**src/rtl/mem_arb_pkg.sv**
```systemverilog
// mem_arb_pkg: shared types and constants for the memory port arbiter
package mem_arb_pkg;
  typedef enum logic [1:0] {IDLE, IF_BUSY, D_BUSY} state_e;
  localparam logic [1:0] SZ_WORD = 2'b01;
  localparam logic [1:0] SZ_HALF = 2'b10;
  localparam logic [1:0] SZ_BYTE = 2'b11;
  localparam int TIMEOUT_DEF = 15;
  localparam int STARVE_DEF  = 4;
  function automatic logic is_word(input logic [1:0] s);
    return s == SZ_WORD || s == 2'b00;
  endfunction
endpackage

```
**src/rtl/mem_lane_align.sv**
```systemverilog
// mem_lane_align: byte-lane logic for data accesses (enables, store replication, load extraction, alignment)
// Ports: size/off select the access; wdata/rdata in; be, wrep, rext, mis out.
module mem_lane_align
  import mem_arb_pkg::*;
(
  input  logic [1:0]  size,
  input  logic [1:0]  off,
  input  logic [31:0] wdata,
  input  logic [31:0] rdata,
  output logic [3:0]  be,
  output logic [31:0] wrep,
  output logic [31:0] rext,
  output logic        mis
);
  always_comb begin
    be   = is_word(size) ? 4'b1111 : size == SZ_HALF ? 4'b0011 << {off[1], 1'b0} : 4'b0001 << off;
    wrep = is_word(size) ? wdata : size == SZ_HALF ? {2{wdata[15:0]}} : {4{wdata[7:0]}};
    rext = is_word(size) ? rdata : size == SZ_HALF ? {16'h0, off[1] ? rdata[31:16] : rdata[15:0]}
                                 : {24'h0, rdata[{off, 3'b000} +: 8]};
    mis  = is_word(size) ? |off : size == SZ_HALF ? off[0] : 1'b0;
  end
endmodule

```
**src/rtl/mem_port_arbiter.sv**
```systemverilog
// mem_port_arbiter: shares one memory port between a fetch port and a data port
// Ports: clk, reset (sync, active-low); if_* fetch request/result; d_* data request/result;
//        mem_req/addr/we/be/wdata registered memory request; mem_ready/mem_rdata memory response.
module mem_port_arbiter
  import mem_arb_pkg::*;
#(
  parameter int TIMEOUT      = TIMEOUT_DEF,
  parameter int STARVE_LIMIT = STARVE_DEF
) (
  input  logic        clk,
  input  logic        reset,
  input  logic        if_req,
  input  logic [31:0] if_addr,
  output logic [31:0] if_rdata,
  output logic        if_valid,
  output logic        if_err,
  input  logic        d_req,
  input  logic [31:0] d_addr,
  input  logic        d_we,
  input  logic [31:0] d_wdata,
  input  logic [1:0]  d_size,
  output logic [31:0] d_rdata,
  output logic        d_valid,
  output logic        d_err,
  output logic        mem_req,
  output logic [31:0] mem_addr,
  output logic        mem_we,
  output logic [3:0]  mem_be,
  output logic [31:0] mem_wdata,
  input  logic        mem_ready,
  input  logic [31:0] mem_rdata
);
  localparam int WW = $clog2(TIMEOUT + 1);
  localparam int SW = $clog2(STARVE_LIMIT + 1);
  state_e state_q, state_d;
  logic [WW-1:0] wait_q, wait_d;
  logic [SW-1:0] starve_q, starve_d;
  logic mis_q, mis_d;
  logic [1:0] sz_q, sz_d, off_q, off_d;
  logic mem_req_q, mem_req_d, mem_we_q, mem_we_d;
  logic [3:0] mem_be_q, mem_be_d;
  logic [31:0] mem_addr_q, mem_addr_d, mem_wdata_q, mem_wdata_d;
  logic [31:0] if_rdata_q, if_rdata_d, d_rdata_q, d_rdata_d;
  logic if_valid_q, if_valid_d, if_err_q, if_err_d, d_valid_q, d_valid_d, d_err_q, d_err_d;
  logic [1:0] lane_size, lane_off;
  logic [3:0] lane_be;
  logic [31:0] lane_wrep, lane_rext, res;
  logic lane_mis, gnt_d, done, tout, err;
  // In IDLE the lane logic decodes the incoming data request; while busy it decodes the captured one.
  assign lane_size = state_q == IDLE ? d_size : sz_q;
  assign lane_off  = state_q == IDLE ? d_addr[1:0] : off_q;
  mem_lane_align u_lane (
    .size(lane_size), .off(lane_off), .wdata(d_wdata), .rdata(mem_rdata),
    .be(lane_be), .wrep(lane_wrep), .rext(lane_rext), .mis(lane_mis)
  );
  always_comb begin
    state_d     = state_q;
    wait_d      = wait_q;
    starve_d    = starve_q;
    mis_d       = mis_q;
    sz_d        = sz_q;
    off_d       = off_q;
    mem_req_d   = mem_req_q;
    mem_addr_d  = mem_addr_q;
    mem_we_d    = mem_we_q;
    mem_be_d    = mem_be_q;
    mem_wdata_d = mem_wdata_q;
    if_rdata_d  = if_rdata_q;
    d_rdata_d   = d_rdata_q;
    if_valid_d  = 1'b0;
    if_err_d    = 1'b0;
    d_valid_d   = 1'b0;
    d_err_d     = 1'b0;
    // Data wins unless the fetch side has been passed over STARVE_LIMIT times in a row.
    gnt_d = d_req && !(if_req && starve_q == SW'(STARVE_LIMIT));
    tout  = !mis_q && !mem_ready && wait_q == WW'(TIMEOUT);
    done  = mis_q || mem_ready || tout;
    err   = mis_q || tout;
    res   = err ? 32'h0 : state_q == IF_BUSY ? mem_rdata : lane_rext;
    if (state_q == IDLE) begin
      if (gnt_d) begin
        state_d     = D_BUSY;
        wait_d      = '0;
        mis_d       = lane_mis;
        sz_d        = d_size;
        off_d       = d_addr[1:0];
        mem_req_d   = !lane_mis;
        mem_addr_d  = {d_addr[31:2], 2'b00};
        mem_we_d    = d_we;
        mem_be_d    = lane_be;
        mem_wdata_d = lane_wrep;
        if (if_req && starve_q != SW'(STARVE_LIMIT)) starve_d = starve_q + 1'b1;
      end else if (if_req) begin
        state_d     = IF_BUSY;
        wait_d      = '0;
        starve_d    = '0;
        mis_d       = |if_addr[1:0];
        mem_req_d   = ~|if_addr[1:0];
        mem_addr_d  = {if_addr[31:2], 2'b00};
        mem_we_d    = 1'b0;
        mem_be_d    = 4'b1111;
        mem_wdata_d = '0;
      end
    end else if (done) begin
      state_d    = IDLE;
      mem_req_d  = 1'b0;
      if_valid_d = state_q == IF_BUSY;
      if_err_d   = state_q == IF_BUSY && err;
      if_rdata_d = state_q == IF_BUSY ? res : if_rdata_q;
      d_valid_d  = state_q == D_BUSY;
      d_err_d    = state_q == D_BUSY && err;
      d_rdata_d  = state_q == D_BUSY ? res : d_rdata_q;
    end else begin
      wait_d = wait_q + 1'b1;
    end
  end
  always_ff @(posedge clk) begin
    if (!reset) begin
      state_q     <= IDLE;
      wait_q      <= '0;
      starve_q    <= '0;
      mis_q       <= 1'b0;
      sz_q        <= '0;
      off_q       <= '0;
      mem_req_q   <= 1'b0;
      mem_addr_q  <= '0;
      mem_we_q    <= 1'b0;
      mem_be_q    <= '0;
      mem_wdata_q <= '0;
      if_rdata_q  <= '0;
      d_rdata_q   <= '0;
      if_valid_q  <= 1'b0;
      if_err_q    <= 1'b0;
      d_valid_q   <= 1'b0;
      d_err_q     <= 1'b0;
    end else begin
      state_q     <= state_d;
      wait_q      <= wait_d;
      starve_q    <= starve_d;
      mis_q       <= mis_d;
      sz_q        <= sz_d;
      off_q       <= off_d;
      mem_req_q   <= mem_req_d;
      mem_addr_q  <= mem_addr_d;
      mem_we_q    <= mem_we_d;
      mem_be_q    <= mem_be_d;
      mem_wdata_q <= mem_wdata_d;
      if_rdata_q  <= if_rdata_d;
      d_rdata_q   <= d_rdata_d;
      if_valid_q  <= if_valid_d;
      if_err_q    <= if_err_d;
      d_valid_q   <= d_valid_d;
      d_err_q     <= d_err_d;
    end
  end
  assign if_rdata  = if_rdata_q;
  assign if_valid  = if_valid_q;
  assign if_err    = if_err_q;
  assign d_rdata   = d_rdata_q;
  assign d_valid   = d_valid_q;
  assign d_err     = d_err_q;
  assign mem_req   = mem_req_q;
  assign mem_addr  = mem_addr_q;
  assign mem_we    = mem_we_q;
  assign mem_be    = mem_be_q;
  assign mem_wdata = mem_wdata_q;
endmodule
```
**config.mk**
```make
export PLATFORM = sky130hd
export DESIGN_NAME = mem_port_arbiter
export DESIGN_NICKNAME = d
export VERILOG_FILES = /design/src/rtl/mem_arb_pkg.sv /design/src/rtl/mem_lane_align.sv /design/src/rtl/mem_port_arbiter.sv
export SDC_FILE = /design/constraint.sdc
export NUM_CORES = 1
export LEC_CHECK = 0
export ABC_AREA = 0
export BUFFER_PORTS_ARGS = -buffer_cell sky130_fd_sc_hd__buf_2
export CORE_ASPECT_RATIO = 1.25
export CORE_MARGIN = 2
export CORE_UTILIZATION = 33
export CTS_BUF_LIST = sky130_fd_sc_hd__clkbuf_16
export CTS_CLUSTER_DIAMETER = 50
export DETAILED_ROUTE_END_ITERATION = 6
export GPL_ROUTABILITY_DRIVEN = 1
export PLACE_DENSITY = 0.58
export SLEW_MARGIN = 20
export SYNTH_ARGS = -nofsm -noshare
export SYNTH_HDL_FRONTEND = slang
export SYNTH_HIERARCHICAL = 1
export SYNTH_SLANG_ARGS = --single-unit
```
**constraint.sdc**
```tcl
create_clock -name clk -period 2 [get_ports clk]
set_input_delay 0.4 -clock clk [delete_from_list [all_inputs] [get_ports clk]]
set_output_delay 0.4 -clock clk [all_outputs]
set_load 0.01 [all_outputs]
```
==> results.txt <==
----------------------------------------------------
[Status]
  Result of the run ... complete, no violations

[Synth]
  #FFs+latches synth ... 150
  Netlist area before placement ... ~0.0067 mm^2
  Most common library cells after synthesis ... dfxtp_1, nor2b_1, nand2_1
  Synth area leaders ... dfxtp_1, nor2b_1, mux2i_1, a22oi_1, a222oi_1
  Synth area leader ... dfxtp_1
  Yosys Warn Count ... 6
  Most used flip-flop cell after synthesis ... dfxtp_1
  Sequential share of the synthesized area ... 0.452
  Share of the synthesized area in the top cell type ... 0.452
  FFs w/ async S/R, synth ... 0
  Distinct cell type count after synthesis ... 50
  Avg Synthesized Cell Area ... 9.69 um^2
  Number of enable flip-flop cells after synthesis ... 0
  Most frequent cell after synthesis ... dfxtp_1
  Gate count of the mapped netlist ... between 600 and 700

[Run]
  Max-cap viol count ... 0

[Timing]
  Setup skew after layout ... around 0.013 ns
  Unrepaired setup endpoints after global routing ... no
  Total count of hold-check failures in the final report ... 0
  Final-layout worst hold slack ... between 0.2 and 0.25 ns
  Min cycle time layout ... 1.89 ns
  Final critical-path setup slack ... 0.109 ns
  F_max ... 529 MHz
  Final TNS setup ... 0 ns
  Max-slew violations ... 0
  Number of setup violations in the final report ... 0
  Final period util ... 0.946

[Die]
  Area of the placeable core ... 0.0200 mm^2
  Placement Rows ... 58
  I/O Pins ... 274
  Starting Density ... 0.333
  Height of the die ... ~160 um
  Die ar. ... 0.0213 mm^2
  Die W ... about 130 um

[Clock tree]
  Library cell used as clock root buffer ... clkbuf_16
  TritonCTS clock tree ... built
  Count of clock tree sinks ... 150
  Hold bufs inserted after CTS ... 0
  Insertion delay of the later-clocked pin in the worst-skew pair ... 0.42 ns
  Count of H-tree levels built during CTS ... 4
  Clock-pin slew on the worst setup and hold paths ... 0.06 ns
  CTS Buffer Depth ... 2
  Clock buffers created by TritonCTS ... 17

[Route]
  Total routed wirelength ... approximately 21000 um
  DRC violations left ... 0
  Via count ... 6100
  Routed wire per std cell ... ~17 um
  Drt via density ... 4.99
  DRT antenna net count ... 0
  Number of detailed-route iterations in the first pass ... 6
  Initial DRC count ... just over 300

[Placement]
  Final weighted congestion of routability-driven global placement ... between 0.8 and 0.9
  Standard cell area after detailed placement ... 0.00829 mm^2
  Quantity of I/O buffers inserted on ports ... roughly 270
  Detailed Place HPWL ... 15300 um
  Pre-CTS worst setup slack ... around 0.053 ns

[Final layout]
  Share of final-layout standard cells stronger than drive strength 1 ... 0.384
  Area growth syn-to-layout ... 35.0%
  Final non-filler cell area ... 0.00898 mm^2
  Number of nets in the finished design ... 1075

[Critical path]
  Type of destination of the critical path ... flop
  Worst endpoint data arrival time ... between 2 and 2.5 ns
  Cell with the largest stage delay on the worst path ... dfxtp_1
  Worst path max stage delay ... around 0.34 ns
  CP cell instances ... or2_4, nand2_1, nand2_4, and2_4, nor2b_4, a221o_1, mux2i_1, o21ai_1
  Worst-path maximum fanout ... 10
  Classification of the worst setup path ... reg -> reg
  Required time at the endpoint of the critical path ... 2.29 ns
  Register-to-register path setup slack ... ~0.11 ns
  Startpoint kind of the worst setup timing path ... flop

[GRT]
  Overflow left after global routing ... 0
  Via count of the first global-routing pass ... 5805
  Overall routing resource usage ... 0.193
  Number of antenna violations at the first check in global routing ... 3
  Largest net degree at the start of global routing ... between 60 and 70
  First-pass GRT wire length ... approximately 32000 um

[Power]
  Total power per unit cell area ... between 900 and 1000 mW/mm^2
  Leakage ... approximately 4.0 nW
  Maximum VDD drop ... approximately 0.00058 V

[Worst hold path]
  Kind of path behind the tightest hold check ... in -> reg

----------------------------------------------------
## placed cells by master, fill, tap and decap left out, types with 3 or more instances in the layout
cell type  instances
nand2_1           55
a22o_1            32
bufinv_16          5
nand3_1            7
ha_1               3
dfxtp_1          150
mux2i_1           48
inv_1             15
diode_2            3
buf_4             17
a22oi_1           41
a222oi_1          30
a221o_1            8
o22ai_1            9
and3_1             3
mux2_2            16
buf_2            271
o21ai_1           31
clkbuf_16         17
o21ai_0            6
o221a_2            4
a21oi_1           10
nand2_2            3
buf_12             8
a21boi_1           5
nor2_1            29
nor2b_1           81
a21boi_0           3
## worst max-delay path, delay by kind of cell (launching register included)
| family | cells | cell delay, ns |
|---|---|---|
| AND/OR/NAND/NOR | 5 | 0.87 |
| multiplexers | 1 | 0.16 |
| AO/OA/AOI/OAI | 2 | 0.40 |
| flip-flops | 1 | 0.34 |
## routing by layer
| metal | wire length (um) | up-vias | track usage |
|---|---|---|---|
| met5 | 0 | - | 0 |
| met4 | 454 | 0 | 0.0662 |
| met3 | 1690 | 22 | 0.0729 |
| met2 | 10200 | 226 | 0.322 |
| met1 | 8640 | 2859 | 0.227 |
| li1 | - | 2993 | - |
## final timing paths
kind               startpoint     endpoint  cells after the start
hold reg to reg   d_rdata[16]  d_rdata[16]                      2
setup / recovery   state_q[0]   d_rdata[7]                      8
hold / removal      d_size[0]      sz_q[0]                      3
setup reg to reg   state_q[0]   d_rdata[7]                      8
## registers in the layout, summed over array words and instances (netlist names)
name       count
if_err         1
mem_be         4
off_q          2
if_rdata      32
d_err          1
state_q        2
mem_wdata     32
starve_q       3
d_valid        1
mem_we         1
if_valid       1
mem_addr      30
mem_req        1
wait_q         4
d_rdata       32
sz_q           2
mis_q          1
## power breakdown
part	total, mW	internal, mW	leakage (nW)	switching [mW]
Combinational	1.43	0.646	2.50	0.786
Clock	3.57	2.23	0.322	1.34
Sequential	3.24	3.15	1.22	0.0877
Total	8.24	6.03	4.04	2.21
## timing repair
| action | 4_1_cts | 5_1_grt |
|---|---|---|
| setup endpoints to repair | 1 | 17 |
| pin swaps | 0 | 0 |
| buffers inserted | 0 | 0 |
| gates resized for setup | 1 | 6 |
## final cells by class
cell class	instances	area, um^2
flip-flops and latches	150	3000
multi-input cells	457	3280
clock inverters	15	226
repair buffers	296	1640
clock buffers	17	425
diodes	3	7.51
fillers	1982	11000
well taps	270	338
inverters	14	56.3
## through the flow
stage	total power, mW	utilization	cells
6_report	8.24	0.450	1222
5_1_grt	8.62	0.450	1221
4_1_cts	8.34	0.448	1219
3_5_place_dp	4.73	0.415	1187
3_3_place_gp	4.73	0.415	1187
2_1_floorplan	4.16	-	687
## cells by family after synthesis
| logic type | after synthesis | synth area share |
|---|---|---|
| xor gates and xnor gates | 3 | 0.00395 |
| AOI/OAI and AO/OA | 189 | 0.220 |
| and+or+nand+nor | 196 | 0.155 |
| other | 1 | 0.000564 |
| buffers and inverters | 80 | 0.0643 |
| adders and majority gates | 3 | 0.00565 |
| muxes | 64 | 0.0993 |
| DFF | 150 | 0.452 |
No activity file was read; power rests on OpenSTA's default activity.
